## src/rtl/alu_op_sequencer.sv

```systemverilog
// alu_op_sequencer: steps the ALU control strobes through one requested
// operation over 1..MAXB chained bytes. Each byte takes three states:
// LOAD (operand strobes), OPER (op select, carry-in, BCD adjust) and
// STORE (result drive, carry capture). An illegal op goes straight to FIN
// and flags err.
//
// Stall model: strobes are registered, so a cycle's strobes are fixed at
// the edge that starts it. rdy sampled at the end of a LOAD/OPER/STORE
// cycle therefore decides whether the *following* cycle executes.
// - A non-executing cycle (exec_q=0) shows the state with every strobe
//   inactive, and it does not advance state, idx or cout.
// - The first cycle that follows the stall re-runs the held state in full.
module alu_op_sequencer #(
  parameter int MAXB = 4,
  parameter int OPW  = 3
) (
  input  logic                      PHI0,
  input  logic                      n_RES,
  input  logic                      req,
  input  logic [OPW-1:0]            op,
  input  logic                      cin,
  input  logic                      dec,
  input  logic                      sub,
  input  logic [$clog2(MAXB)-1:0]   nbytes,
  input  logic                      rdy,
  input  logic                      n_COUT,
  output logic                      busy,
  output logic                      done,
  output logic                      err,
  output logic [$clog2(MAXB)-1:0]   byte_idx,
  output logic                      cout,
  output logic                      SB_ADD,
  output logic                      DB_ADD,
  output logic                      NDB_ADD,
  output logic                      ANDS,
  output logic                      EORS,
  output logic                      ORS,
  output logic                      SRS,
  output logic                      SUMS,
  output logic                      n_ACIN,
  output logic                      n_DAA,
  output logic                      n_DSA,
  output logic                      ADD_SB06,
  output logic                      ADD_SB7
);

  localparam int IDXW = $clog2(MAXB);

  localparam logic [2:0] S_IDLE  = 3'd0;
  localparam logic [2:0] S_LOAD  = 3'd1;
  localparam logic [2:0] S_OPER  = 3'd2;
  localparam logic [2:0] S_STORE = 3'd3;
  localparam logic [2:0] S_FIN   = 3'd4;

  localparam logic [OPW-1:0] OP_SUM = OPW'(0);
  localparam logic [OPW-1:0] OP_AND = OPW'(1);
  localparam logic [OPW-1:0] OP_OR  = OPW'(2);
  localparam logic [OPW-1:0] OP_EOR = OPW'(3);
  localparam logic [OPW-1:0] OP_SR  = OPW'(4);
  localparam logic [OPW-1:0] OP_ROR = OPW'(5);

  // Shifts walk the bytes MSB first and take no B operand.
  function automatic logic is_shift(input logic [OPW-1:0] o);
    return (o == OP_SR) || (o == OP_ROR);
  endfunction

  logic [2:0]      state_q, state_d;
  logic            exec_q, exec_d;
  logic [OPW-1:0]  op_q, op_d;
  logic            dec_q, dec_d;
  logic            sub_q, sub_d;
  logic [IDXW-1:0] nb_q, nb_d;
  logic            ill_q, ill_d;
  logic [IDXW-1:0] idx_q, idx_d;
  logic            cout_q, cout_d;

  logic sb_add_q, sb_add_d, db_add_q, db_add_d, ndb_add_q, ndb_add_d;
  logic ands_q, ands_d, eors_q, eors_d, ors_q, ors_d, srs_q, srs_d, sums_q, sums_d;
  logic n_acin_q, n_acin_d, n_daa_q, n_daa_d, n_dsa_q, n_dsa_d;
  logic add_sb06_q, add_sb06_d, add_sb7_q, add_sb7_d;

  logic shift_q;
  logic last_byte;

  assign shift_q   = is_shift(op_q);
  assign last_byte = shift_q ? (idx_q == '0) : (idx_q == nb_q);

  // Sequencing: request capture, state walk, byte index and carry chain.
  always_comb begin
    state_d = state_q;
    exec_d  = exec_q;
    op_d    = op_q;
    dec_d   = dec_q;
    sub_d   = sub_q;
    nb_d    = nb_q;
    ill_d   = ill_q;
    idx_d   = idx_q;
    cout_d  = cout_q;
    case (state_q)
      S_IDLE: begin
        exec_d = 1'b0;
        if (req) begin
          if (op <= OP_ROR) begin
            op_d    = op;
            dec_d   = dec;
            sub_d   = sub;
            nb_d    = nbytes;
            ill_d   = 1'b0;
            cout_d  = cin;
            idx_d   = is_shift(op) ? nbytes : '0;
            exec_d  = 1'b1;
            state_d = S_LOAD;
          end else begin
            ill_d   = 1'b1;
            state_d = S_FIN;
          end
        end
      end
      S_LOAD: begin
        exec_d = rdy;
        if (exec_q) state_d = S_OPER;
      end
      S_OPER: begin
        exec_d = rdy;
        if (exec_q) state_d = S_STORE;
      end
      S_STORE: begin
        exec_d = rdy;
        if (exec_q) begin
          // Logical ops leave the carry alone; SUM and shifts capture it.
          if ((op_q == OP_SUM) || shift_q) cout_d = ~n_COUT;
          if (last_byte) begin
            state_d = S_FIN;
          end else begin
            idx_d   = shift_q ? (idx_q - IDXW'(1)) : (idx_q + IDXW'(1));
            state_d = S_LOAD;
          end
        end
      end
      S_FIN: begin
        exec_d  = 1'b0;
        state_d = S_IDLE;
      end
      default: begin
        exec_d  = 1'b0;
        state_d = S_IDLE;
      end
    endcase
  end

  // Strobe decode from the state about to be entered, so the registered
  // strobes cover the whole state cycle; non-executing cycles stay quiet.
  always_comb begin
    sb_add_d   = 1'b0;
    db_add_d   = 1'b0;
    ndb_add_d  = 1'b0;
    ands_d     = 1'b0;
    eors_d     = 1'b0;
    ors_d      = 1'b0;
    srs_d      = 1'b0;
    sums_d     = 1'b0;
    n_acin_d   = 1'b1;
    n_daa_d    = 1'b1;
    n_dsa_d    = 1'b1;
    add_sb06_d = 1'b0;
    add_sb7_d  = 1'b0;
    if (exec_d) begin
      case (state_d)
        S_LOAD: begin
          sb_add_d = 1'b1;
          if (!is_shift(op_d)) begin
            if (sub_d) ndb_add_d = 1'b1;
            else       db_add_d  = 1'b1;
          end
        end
        S_OPER: begin
          case (op_d)
            OP_SUM:  sums_d = 1'b1;
            OP_AND:  ands_d = 1'b1;
            OP_OR:   ors_d  = 1'b1;
            OP_EOR:  eors_d = 1'b1;
            default: srs_d  = 1'b1;
          endcase
          if (op_d == OP_SUM) begin
            n_acin_d = ~cout_d;
            if (dec_d) begin
              if (sub_d) n_dsa_d = 1'b0;
              else       n_daa_d = 1'b0;
            end
          end
        end
        S_STORE: begin
          add_sb06_d = 1'b1;
          // Shifts get bit 7 from outside (ROR feeds the old carry there).
          add_sb7_d  = !is_shift(op_d);
        end
        default: ;
      endcase
    end
  end

  // State, latched request fields and registered strobes.
  always_ff @(posedge PHI0) begin
    if (!n_RES) begin
      state_q    <= S_IDLE;
      exec_q     <= 1'b0;
      op_q       <= '0;
      dec_q      <= 1'b0;
      sub_q      <= 1'b0;
      nb_q       <= '0;
      ill_q      <= 1'b0;
      idx_q      <= '0;
      cout_q     <= 1'b0;
      sb_add_q   <= 1'b0;
      db_add_q   <= 1'b0;
      ndb_add_q  <= 1'b0;
      ands_q     <= 1'b0;
      eors_q     <= 1'b0;
      ors_q      <= 1'b0;
      srs_q      <= 1'b0;
      sums_q     <= 1'b0;
      n_acin_q   <= 1'b1;
      n_daa_q    <= 1'b1;
      n_dsa_q    <= 1'b1;
      add_sb06_q <= 1'b0;
      add_sb7_q  <= 1'b0;
    end else begin
      state_q    <= state_d;
      exec_q     <= exec_d;
      op_q       <= op_d;
      dec_q      <= dec_d;
      sub_q      <= sub_d;
      nb_q       <= nb_d;
      ill_q      <= ill_d;
      idx_q      <= idx_d;
      cout_q     <= cout_d;
      sb_add_q   <= sb_add_d;
      db_add_q   <= db_add_d;
      ndb_add_q  <= ndb_add_d;
      ands_q     <= ands_d;
      eors_q     <= eors_d;
      ors_q      <= ors_d;
      srs_q      <= srs_d;
      sums_q     <= sums_d;
      n_acin_q   <= n_acin_d;
      n_daa_q    <= n_daa_d;
      n_dsa_q    <= n_dsa_d;
      add_sb06_q <= add_sb06_d;
      add_sb7_q  <= add_sb7_d;
    end
  end

  assign busy     = (state_q != S_IDLE);
  assign done     = (state_q == S_FIN);
  assign err      = (state_q == S_FIN) && ill_q;
  assign byte_idx = idx_q;
  assign cout     = cout_q;
  assign SB_ADD   = sb_add_q;
  assign DB_ADD   = db_add_q;
  assign NDB_ADD  = ndb_add_q;
  assign ANDS     = ands_q;
  assign EORS     = eors_q;
  assign ORS      = ors_q;
  assign SRS      = srs_q;
  assign SUMS     = sums_q;
  assign n_ACIN   = n_acin_q;
  assign n_DAA    = n_daa_q;
  assign n_DSA    = n_dsa_q;
  assign ADD_SB06 = add_sb06_q;
  assign ADD_SB7  = add_sb7_q;

endmodule

```

## config.mk

```make
export PLATFORM = sky130hd
export DESIGN_NAME = alu_op_sequencer
export DESIGN_NICKNAME = d
export VERILOG_FILES = /design/src/rtl/alu_op_sequencer.sv
export SDC_FILE = /design/constraint.sdc
export NUM_CORES = 1
export LEC_CHECK = 0
export ABC_AREA = 1
export CAP_MARGIN = 20
export CORE_UTILIZATION = 43
export CTS_CLUSTER_SIZE = 24
export DETAILED_ROUTE_END_ITERATION = 10
export PLACE_DENSITY = 0.78
export SETUP_SLACK_MARGIN = 0.15
export SLEW_MARGIN = 20
export SYNTH_ARGS = -nofsm -noshare
export SYNTH_HDL_FRONTEND = slang
export SYNTH_SLANG_ARGS = --single-unit
```

## constraint.sdc

```tcl
create_clock -name PHI0 -period 1.3 [get_ports PHI0]
set_input_delay 0.26 -clock PHI0 [delete_from_list [all_inputs] [get_ports PHI0]]
set_output_delay 0.26 -clock PHI0 [all_outputs]
set_load 0.02 [all_outputs]
```

==> impl_metrics.ini <==
[run_status]
status = complete, but fails checks
violations = negative setup slack

[run]
max_cap_violations = 0

[timing]
fin_crit_sh_pct = 119
finalCriticalPeriod_ns = 1.55
worst_slack_ns = -0.250
fin_skew_ns = 0.00241
finalMaxSlewViolations = 0
setup_viol = 24
tightest_slew_ns = 0.362
fmax_ghz = 0.645
setup_tns_ns = -3.85
hold_viol_final = 0
rsz0062_at_grt = true
max_slew_margin_pct = 75.9

[synthesis]
syn_area_sq_um = 1260
ys_async_sr_fraction_pct = 0
ys_warn_count = 0
synth_edf_count = 0
synth_top_area_share_pct = 44.3
yosys_register_bits = 28
synth_flop_cell = dfxtp_1
synthTopCellsByCount = 36 x nand2_1, 28 x dfxtp_1, 19 x inv_1, 17 x nor2_1, 14 x nand3_1
ys_types = 31
synth_top_cell_by_area = dfxtp_1
ys_top_cells_by_area = dfxtp_1 44%, nand2_1 11%, inv_1 5.6%
post_synth.cell_area_avg_sq_um = 7.62
synth_nets = 179
ys_seq_area_share_pct = 44.3
syn_inst = 166
yosysMostFrequentCell = nand2_1

[drt]
viasPerCell = 5.23
drtIter0Drc = 59
dr_total_vias = 1439
final_antenna_net_count = 0
drcViolationCount = 0
routedWlPerCell_microns = 16.3
first_pass_iters = 6
totalWireLength_mm = 4.48

[critical_path]
cp_slowest_cell = clkdlybuf4s50_1
crit_path_end_kind = flop
cp_max_fo = 5
crit_required_ns = 1.54
rrSetupSlack_ns = -0.25
r2r_cells = 10
timing.rr.start = state_q[2]$_SDFF_PN0_
critical_path_class = in2reg
worstPathCellList = clkdlybuf4s50_1, nand2_2, o21ai_2, nand2_4, nor2_4, nand3_4, nor2_4, nand2_1
cpMostUsedCell = nor2_4
critical_path.startpoint = req
start_kind = input pin
max_stage_delay_ns = 0.55
r2r_end = n_ACIN$_SDFF_PN1_
arrival_ns = 1.79

[global_route]
antenna_found_initial = 0
grt_max_degree = 17
grt_pass1_wl_mm = 6.19
track_usage_pct = 25.4
overflow = 0
first_global_vias = 1418

[cells_and_area]
final_core_util_pct = 78.9
drive_gt1_share_pct = 56.6
antennaDiodeCount = 0
n_fill_cell = 168
nets = 258
layoutNonFillerInstCount = 275
synthToLayoutAreaGrowth_pct = 73.5

[floorplan]
ioPinCount = 32
dieArea_sq_um = 3160
chipHeight_microns = 56.2
initial_core_util_pct = 45.5
row_count = 19
die_x_microns = 56.2
fp.coreArea_sq_um = 2780

[power_and_ir_drop]
ir_drop_v = 0.000919
power.leakage_nw = 1.04
power_density_nw_per_um2 = 1040

[placed_design]
finalWeightedCongestion = 0.803
dp_hpwl_mm = 2.58
placed_cells = 258
port-buffer-count = 31
dp_slack_ns = -0.455

[clocking]
htreeDepth = 1
clkTransAtPathRegs_ns = 0.15
clk_path_buf_depth = 2
insertion_delay_ns = 0.34
cts_root_buf = clkbuf_4
clock-sinks = 28
hold_buffers = 0
tritoncts = built
cts_made_buffers = 3

[min_path]
hold_class = reg2reg
min_from = nb_q[0]$_SDFFE_PN0P_
hold_end = nb_q[0]$_SDFFE_PN0P_
min_path_cells = 2
[layout make-up]
class	count	area (sq um)	share of cell area, %
multi-input cells	109	808	36.8
flip-flops and latches	28	576	26.2
well taps	31	38.8	1.77
clock buffers	4	47.5	2.17
repair buffers	74	601	27.4
inverters	29	124	5.64
[worst max-delay path by stage]
stage | depth (start not counted) | endpoint | slack (ns)
2_1_floorplan | 8 | n_DSA$_SDFF_PN1_ | -0.02
3_3_place_gp | 8 | n_DAA$_SDFF_PN1_ | -0.38
3_5_place_dp | 8 | n_DSA$_SDFF_PN1_ | -0.46
4_1_cts | 8 | n_DAA$_SDFF_PN1_ | -0.14
5_1_grt | 8 | n_ACIN$_SDFF_PN1_ | -0.31
6_report | 8 | n_ACIN$_SDFF_PN1_ | -0.25
[sequential cells by signal (all words and copies together) (netlist names), 2 cells and up]
| register | flops |
|---|---|
| op_q | 3 |
| state_q | 3 |
| byte_idx | 2 |
| nb_q | 2 |
[power by group]
part	internal [mW]	switching, mW
clock	0.236	0.274
sequential	0.912	0.0369
combinational	0.380	0.442
[cells by family after synthesis]
logic type,count (synthesis),share of synthesized area [%]
AND/OR/NAND/NOR,87,35.3
buffers and inverters,29,8.90
flip-flops,28,44.3
AO/OA/AOI/OAI,20,10.1
XOR/XNOR,2,1.39
[metrics by stage]
stage	hold slack, ns	power (mW)	area [sq um]
final	0.479	2.28	2190
after global routing	0.500	2.37	2190
after CTS	0.485	2.13	2000
after detailed placement	0.476	1.56	1880
after global placement	0.458	1.53	1880
after floorplan	0.358	1.27	1290
[per-layer routing]
layer,vias up,GRT usage [%],routed length (microns)
met3,16,5.58,251
met1,693,27.6,1650
met4,0,13.9,110
li1,679,-,-
met5,-,0,0
met2,51,45.4,2470
[cell usage in the layout (no fill, tap or decap), types with 2 or more instances in the layout]
cell type / count
o21ai_4: 2
nand3_2: 5
nor2_1: 10
nor3_2: 4
nand3_4: 4
nand2_1: 21
buf_6: 10
inv_4: 4
inv_2: 7
dfxtp_1: 20
xor2_1: 2
dfxtp_4: 2
nor2_2: 6
nand2_2: 10
nand3_1: 7
o21ai_2: 3
inv_1: 16
clkdlybuf4s50_1: 12
o21ai_1: 3
buf_4: 37
nand2_4: 9
dfxtp_2: 6
a21oi_1: 7
clkbuf_4: 3
buf_2: 14
nor2_4: 4
[critical path: cells and delay by family]
family,cells,cell delay [ns]
buffers and inverters,1,0.55
and+or+nand+nor,6,0.76
AOI/OAI and AO/OA,1,0.22
[timing repair]
| action | CTS | global route |
|---|---|---|
| resized for setup | 121 | 31 |
| endpoints found under the hold margin | 0 | 0 |
| pin swaps | 13 | 19 |
| setup buffers | 5 | 8 |
| cloned | 0 | 0 |
| endpoints found under the setup margin | 44 | 33 |
Note: power is estimated with default switching activity, not from simulation.
